[config.mk]
export PLATFORM = sky130hd
export DESIGN_NAME = multi_mode_counter
export DESIGN_NICKNAME = d
export VERILOG_FILES = /design/src/rtl/counter_pkg.sv /design/src/rtl/counter_prescaler.sv /design/src/rtl/multi_mode_counter.sv
export SDC_FILE = /design/constraint.sdc
export NUM_CORES = 1
export LEC_CHECK = 0
export ABC_AREA = 1
export CORE_ASPECT_RATIO = 0.7
export CORE_UTILIZATION = 58
export DETAILED_ROUTE_END_ITERATION = 12
export GPL_ROUTABILITY_DRIVEN = 0
export PLACE_DENSITY = 0.81
export SETUP_SLACK_MARGIN = 0.02
export SYNTH_ARGS = -nofsm -noshare
export SYNTH_HDL_FRONTEND = slang
export SYNTH_SLANG_ARGS = --single-unit
[constraint.sdc]
create_clock -name clk -period 2.7 [get_ports clk]
set_clock_uncertainty 0.1 [all_clocks]
set_input_delay 0.54 -clock clk [delete_from_list [all_inputs] [get_ports clk]]
set_output_delay 0.54 -clock clk [all_outputs]
set_load 0.03 [all_outputs]
[src/rtl/counter_pkg.sv]
// Shared types and encodings for the multi-mode counter and its prescaler.
package counter_pkg;

   typedef enum logic [1:0] {
      StIdle,
      StRun,
      StPause,
      StDone
   } state_e;

   localparam logic MODE_ONESHOT = 1'b0;
   localparam logic MODE_RELOAD  = 1'b1;

   localparam logic DIR_UP   = 1'b0;
   localparam logic DIR_DOWN = 1'b1;

endpackage

[src/rtl/counter_prescaler.sv]
// Clock-enable divider: tick_o is high on every (div_i+1)-th enabled cycle.
module counter_prescaler #(
   parameter int unsigned PRE_WIDTH = 4
) (
   input  logic                 clk,
   input  logic                 rst_n,
   input  logic                 clear_i,
   input  logic                 en_i,
   input  logic [PRE_WIDTH-1:0] div_i,
   output logic                 tick_o
);

   localparam logic [PRE_WIDTH-1:0] PreOne = PRE_WIDTH'(1);

   logic [PRE_WIDTH-1:0] r_cnt_q;
   logic [PRE_WIDTH-1:0] w_cnt_d;

   assign tick_o = en_i && (r_cnt_q == div_i);

   always_comb begin
      w_cnt_d = r_cnt_q;
      if (clear_i) begin
         w_cnt_d = '0;
      end else if (en_i) begin
         w_cnt_d = tick_o ? '0 : r_cnt_q + PreOne;
      end
   end

   always_ff @(posedge clk or negedge rst_n) begin
      if (!rst_n) begin
         r_cnt_q <= '0;
      end else begin
         r_cnt_q <= w_cnt_d;
      end
   end

endmodule

[src/rtl/multi_mode_counter.sv]
// Up/down, one-shot/auto-reload counter with prescaler, pause, abort and a
// saturating completed-period count.
module multi_mode_counter
   import counter_pkg::*;
#(
   parameter int unsigned CNT_WIDTH = 7,
   parameter int unsigned PRE_WIDTH = 4,
   parameter int unsigned PERIOD_W  = 8
) (
   input  logic                 clk,
   input  logic                 rst_n,
   input  logic                 start_i,
   input  logic [CNT_WIDTH-1:0] cnt_val_i,
   input  logic                 mode_i,
   input  logic                 dir_i,
   input  logic [PRE_WIDTH-1:0] prescale_i,
   input  logic                 pause_i,
   input  logic                 abort_i,
   output logic [CNT_WIDTH-1:0] cnt_o,
   output logic                 busy_o,
   output logic                 done_o,
   output logic [PERIOD_W-1:0]  period_cnt_o
);

   localparam logic [CNT_WIDTH-1:0] CntOne = CNT_WIDTH'(1);
   localparam logic [PERIOD_W-1:0]  PerOne = PERIOD_W'(1);
   localparam logic [PERIOD_W-1:0]  PerMax = {PERIOD_W{1'b1}};

   state_e               r_state_q;
   state_e               w_state_d;
   logic [CNT_WIDTH-1:0] r_cnt_q;
   logic [CNT_WIDTH-1:0] w_cnt_d;
   logic [PERIOD_W-1:0]  r_period_q;
   logic [PERIOD_W-1:0]  w_period_d;
   logic                 r_done_q;
   logic                 w_done_d;

   logic [CNT_WIDTH-1:0] r_val_q;
   logic [PRE_WIDTH-1:0] r_pre_q;
   logic                 r_mode_q;
   logic                 r_dir_q;

   logic                 w_start;
   logic                 w_active;
   logic                 w_cnt_en;
   logic                 w_pre_clear;
   logic                 w_tick;
   logic                 w_terminal;
   logic [CNT_WIDTH-1:0] w_reload_val;

   assign w_start      = (r_state_q == StIdle) && start_i;
   assign w_active     = (r_state_q == StRun) || (r_state_q == StPause);
   // Leaving PAUSE with pause_i low counts on that same edge, so a pause of
   // N sampled cycles delays the run by exactly N cycles.
   assign w_cnt_en     = w_active && !abort_i && !pause_i;
   assign w_pre_clear  = w_start || (w_active && abort_i);
   assign w_terminal   = (r_dir_q == DIR_DOWN) ? (r_cnt_q == '0) : (r_cnt_q == r_val_q);
   assign w_reload_val = (r_dir_q == DIR_DOWN) ? r_val_q : '0;

   counter_prescaler #(
      .PRE_WIDTH (PRE_WIDTH)
   ) u_prescaler (
      .clk     (clk),
      .rst_n   (rst_n),
      .clear_i (w_pre_clear),
      .en_i    (w_cnt_en),
      .div_i   (r_pre_q),
      .tick_o  (w_tick)
   );

   always_ff @(posedge clk or negedge rst_n) begin
      if (!rst_n) begin
         r_val_q  <= '0;
         r_pre_q  <= '0;
         r_mode_q <= MODE_ONESHOT;
         r_dir_q  <= DIR_UP;
      end else if (w_start) begin
         r_val_q  <= cnt_val_i;
         r_pre_q  <= prescale_i;
         r_mode_q <= mode_i;
         r_dir_q  <= dir_i;
      end
   end

   always_comb begin
      w_state_d  = r_state_q;
      w_cnt_d    = r_cnt_q;
      w_period_d = r_period_q;
      w_done_d   = 1'b0;
      unique case (r_state_q)
         StIdle: begin
            if (start_i) begin
               w_state_d  = StRun;
               w_cnt_d    = (dir_i == DIR_DOWN) ? cnt_val_i : '0;
               w_period_d = '0;
            end
         end
         StRun, StPause: begin
            if (abort_i) begin
               w_state_d = StIdle;
               w_cnt_d   = '0;
            end else if (pause_i) begin
               w_state_d = StPause;
            end else begin
               w_state_d = StRun;
               if (w_tick) begin
                  if (w_terminal) begin
                     w_done_d = 1'b1;
                     if (r_period_q != PerMax) begin
                        w_period_d = r_period_q + PerOne;
                     end
                     if (r_mode_q == MODE_ONESHOT) begin
                        w_state_d = StDone;
                     end else begin
                        w_cnt_d = w_reload_val;
                     end
                  end else if (r_dir_q == DIR_DOWN) begin
                     w_cnt_d = r_cnt_q - CntOne;
                  end else begin
                     w_cnt_d = r_cnt_q + CntOne;
                  end
               end
            end
         end
         StDone: begin
            w_state_d = StIdle;
         end
         default: begin
            w_state_d = StIdle;
         end
      endcase
   end

   always_ff @(posedge clk or negedge rst_n) begin
      if (!rst_n) begin
         r_state_q  <= StIdle;
         r_cnt_q    <= '0;
         r_period_q <= '0;
         r_done_q   <= 1'b0;
      end else begin
         r_state_q  <= w_state_d;
         r_cnt_q    <= w_cnt_d;
         r_period_q <= w_period_d;
         r_done_q   <= w_done_d;
      end
   end

   assign cnt_o        = r_cnt_q;
   assign busy_o       = (r_state_q != StIdle);
   assign done_o       = r_done_q;
   assign period_cnt_o = r_period_q;

endmodule

==> impl_metrics.json <==
{
  "status": "completed",
  "worstPathMaxFanout": 3,
  "cts_resized": 0,
  "swShare_pct": 49.5,
  "synth_seq_cells": 35,
  "worstMarginPinSlew_ps": 513,
  "timing.final.crit_share_pct": 85.5,
  "ys.warnings.count": 0,
  "crit_arrival_ps": 1670,
  "cts_tree": "built",
  "post-cts-setup-buffer-count": 0,
  "synth_area_leaders": "dfrtp_1 (38%), nand2_1 (21%), inv_1 (7.6%)",
  "syn_avg_cell_area_sq_um": 6.84,
  "rsz0062_at_grt": "no",
  "p_switching_w": 0.00159,
  "core_sq_mm": 0.00367,
  "crit_family": "buffers and inverters",
  "grt_max_degree": 36,
  "combPwrFrac_pct": 56.9,
  "netlist.area_leader.share_pct": 37.6,
  "place_inst": 424,
  "start_util_pct": 63.5,
  "crit_path_frequent_cell": "inv_1",
  "worstPathRequired_ps": 2060,
  "async_flop_share_pct": 100,
  "yosysSeqAreaShare_pct": 37.6,
  "max-slew-margin-rel_pct": 65.7,
  "insertion_delay_ps": 290,
  "timing_max_transition_violations_final": 0,
  "dr.pass1.iters": 5,
  "grt_pass1_vias": 2040,
  "power.leakage_nw": 1.48,
  "cts_sinks": 35,
  "power.density_mw_per_mm2": 1140,
  "clockBufferDepth": 2,
  "drt_iter0_drc": 108,
  "path_cells": "inv_1, ha_1, inv_1, clkdlybuf4s50_1",
  "worstSetupPathType": "reg2out",
  "clock-root-buffer": "clkbuf_8",
  "nNetsFinal": 409,
  "syn_nets": 369,
  "synth.distinct_cells": 28,
  "htreeDepth": 2,
  "die_y_um": 55.1,
  "dpl.hpwl_um": 4190,
  "boundaryPins": 35,
  "die_area_sq_mm": 0.00428,
  "cp-end-kind": "output pin",
  "synth_largest_area_cell": "dfrtp_1",
  "syn2layout_area_growth_pct": 21.4,
  "hold_ws_ps": 405,
  "grt_usage_pct": 29.5,
  "grt_pass1_wl_um": 9330,
  "antenna_found_initial": 0,
  "num_rows": 18,
  "irDropWorstVdd_mv": 0.833,
  "p_clk_share_pct": 13.1,
  "die_x_um": 77.8,
  "drive_above_1_share_pct": 6.28,
  "critPathBufInv": 3,
  "worst_hold_path_type": "reg2reg",
  "antenna_cells": 0,
  "ys.flop_type": "dfrtp_1",
  "drtAntennaViolNets": 0,
  "post-route-min-period_ps": 2310,
  "routed_via_density": 5.34,
  "cts_hold_buf": 0,
  "drc": 0,
  "fin_setup_tns_ps": 0,
  "finalSetupViolCount": 0,
  "max_freq_ghz": 0.433,
  "hold_viol": 0,
  "seqPwrFrac_pct": 30.0,
  "grt_overflow_total": 0,
  "routedWlPerCell_um": 13.2,
  "vias": 2305,
  "port-buffer-count": 34,
  "critPathMaxStageDelay_ps": 660,
  "max_cap_viol_count": 0,
  "drt-total-wl_um": 5710,
  "cp-start-kind": "flop",
  "syn_inst": 341,
  "internal_power_w": 0.00163,
  "numCtsBuffers": 5,
  "synth.cell_area_sq_mm": 0.00233,
  "synth-edff-count": 0,
  "clkSlewWorstSetupHoldPaths_ps": 70,
  "final_cells": 432,
  "slowest_stage": "clkdlybuf4s50_1"
}
layout by cell type (no fill, tap or decap), types with 2 or more instances in the layout:
| cell type | instances |
|---|---|
| buf_4 | 2 |
| nor3b_1 | 3 |
| clkdlybuf4s50_1 | 34 |
| ha_1 | 9 |
| nand4_1 | 5 |
| nand3_1 | 18 |
| inv_1 | 47 |
| inv_2 | 2 |
| nor2_1 | 32 |
| dfrtp_1 | 35 |
| o21ai_0 | 24 |
| clkbuf_8 | 7 |
| xnor2_1 | 3 |
| a21oi_1 | 4 |
| nand2_2 | 7 |
| nand2_1 | 131 |
| xor2_1 | 6 |
power by group through the flow:
stage	Sequential, W	Clock, W	Combinational, W
after floorplan	0.00107	0	0.00115
after global placement	0.000959	0	0.00176
after detailed placement	0.000968	0	0.00181
after CTS	0.000961	0.000424	0.00182
after global routing	0.000992	0.000446	0.00205
final	0.000965	0.000422	0.00183
area by class of cell:
cell class | count | area, sq um
tap | 50 | 62.6
fill | 315 | 840
timing repair buffer | 36 | 355
sequential | 35 | 876
inverter | 49 | 184
multi-input combinational | 254 | 1250
clock buffer | 8 | 100
synth_stat cells (2+ instances only):
cell type  instances
dfrtp_1           35
inv_1             47
a21oi_1            4
xor2_1             6
nor3b_1            3
nand2_1          131
o21ai_0           24
inv_2              2
nand3_1           18
nand2_2            7
nand4_1            5
clkbuf_1           2
nor2_1            32
ha_1               9
xnor2_1            3
metal layers:
metal	part of all wire, %	vias up	routed length, um	track usage, %
met3	5.5	19	316	5.25
met5	0	-	0	0
met2	46	83	2640	50.1
li1	-	1141	-	-
met4	2.3	0	131	12.9
met1	46	1062	2620	38.1
cell families (layout without fill, tap and decap cells):
logic type	after synthesis	in the layout	synth area share [%]
flip-flops	35	35	37.6
adder cells (fa/ha/maj)	10	10	5.69
AO/OA/AOI/OAI	31	31	7.03
buffers and inverters	52	93	8.69
XOR/XNOR	9	9	3.38
AND/OR/NAND/NOR	204	204	37.7
metrics by stage:
| step | area (sq um) | power (W) | utilization [%] | worst slack, ps |
|---|---|---|---|---|
| finish | 2830 | 0.00322 | 77.1 | 392 |
| detailed placement | 2730 | 0.00277 | 74.4 | 292 |
| global route | 2830 | 0.00349 | 77.1 | 297 |
| floorplan | 2330 | 0.00222 | - | 844 |
| CTS | 2830 | 0.00321 | 77.1 | 372 |
| global placement | 2730 | 0.00272 | 74.4 | 423 |
registers in the layout, indices dropped and copies added (netlist names):
| signal | count |
|---|---|
| period_cnt_o | 8 |
| cnt_o | 7 |
| r_pre_q | 4 |
| done_o | 1 |
| r_mode_q | 1 |
| r_val_q | 7 |
| u_prescaler.r_cnt_q | 4 |
| r_state_q | 2 |
| r_dir_q | 1 |
worst min-delay path, stage by stage, from the launching register on:
cell,delay (ps)
dfrtp_1,360
nand2_1,60
nand2_1,60
final timing paths:
check                                  start               to  slack, ps  depth (start not counted)
worst min-delay path              r_pre_q[1]       r_pre_q[1]        410                          2
worst max-delay path            r_state_q[0]           busy_o        390                          4
worst max register to register  r_state_q[1]  period_cnt_o[1]        480                         11
min in group asynchronous              rst_n       r_val_q[2]        560                          2
worst min register to register    r_pre_q[1]       r_pre_q[1]        410                          2
max in group asynchronous              rst_n     r_state_q[1]       1620                          2
Power figures use the tool's default switching activity.
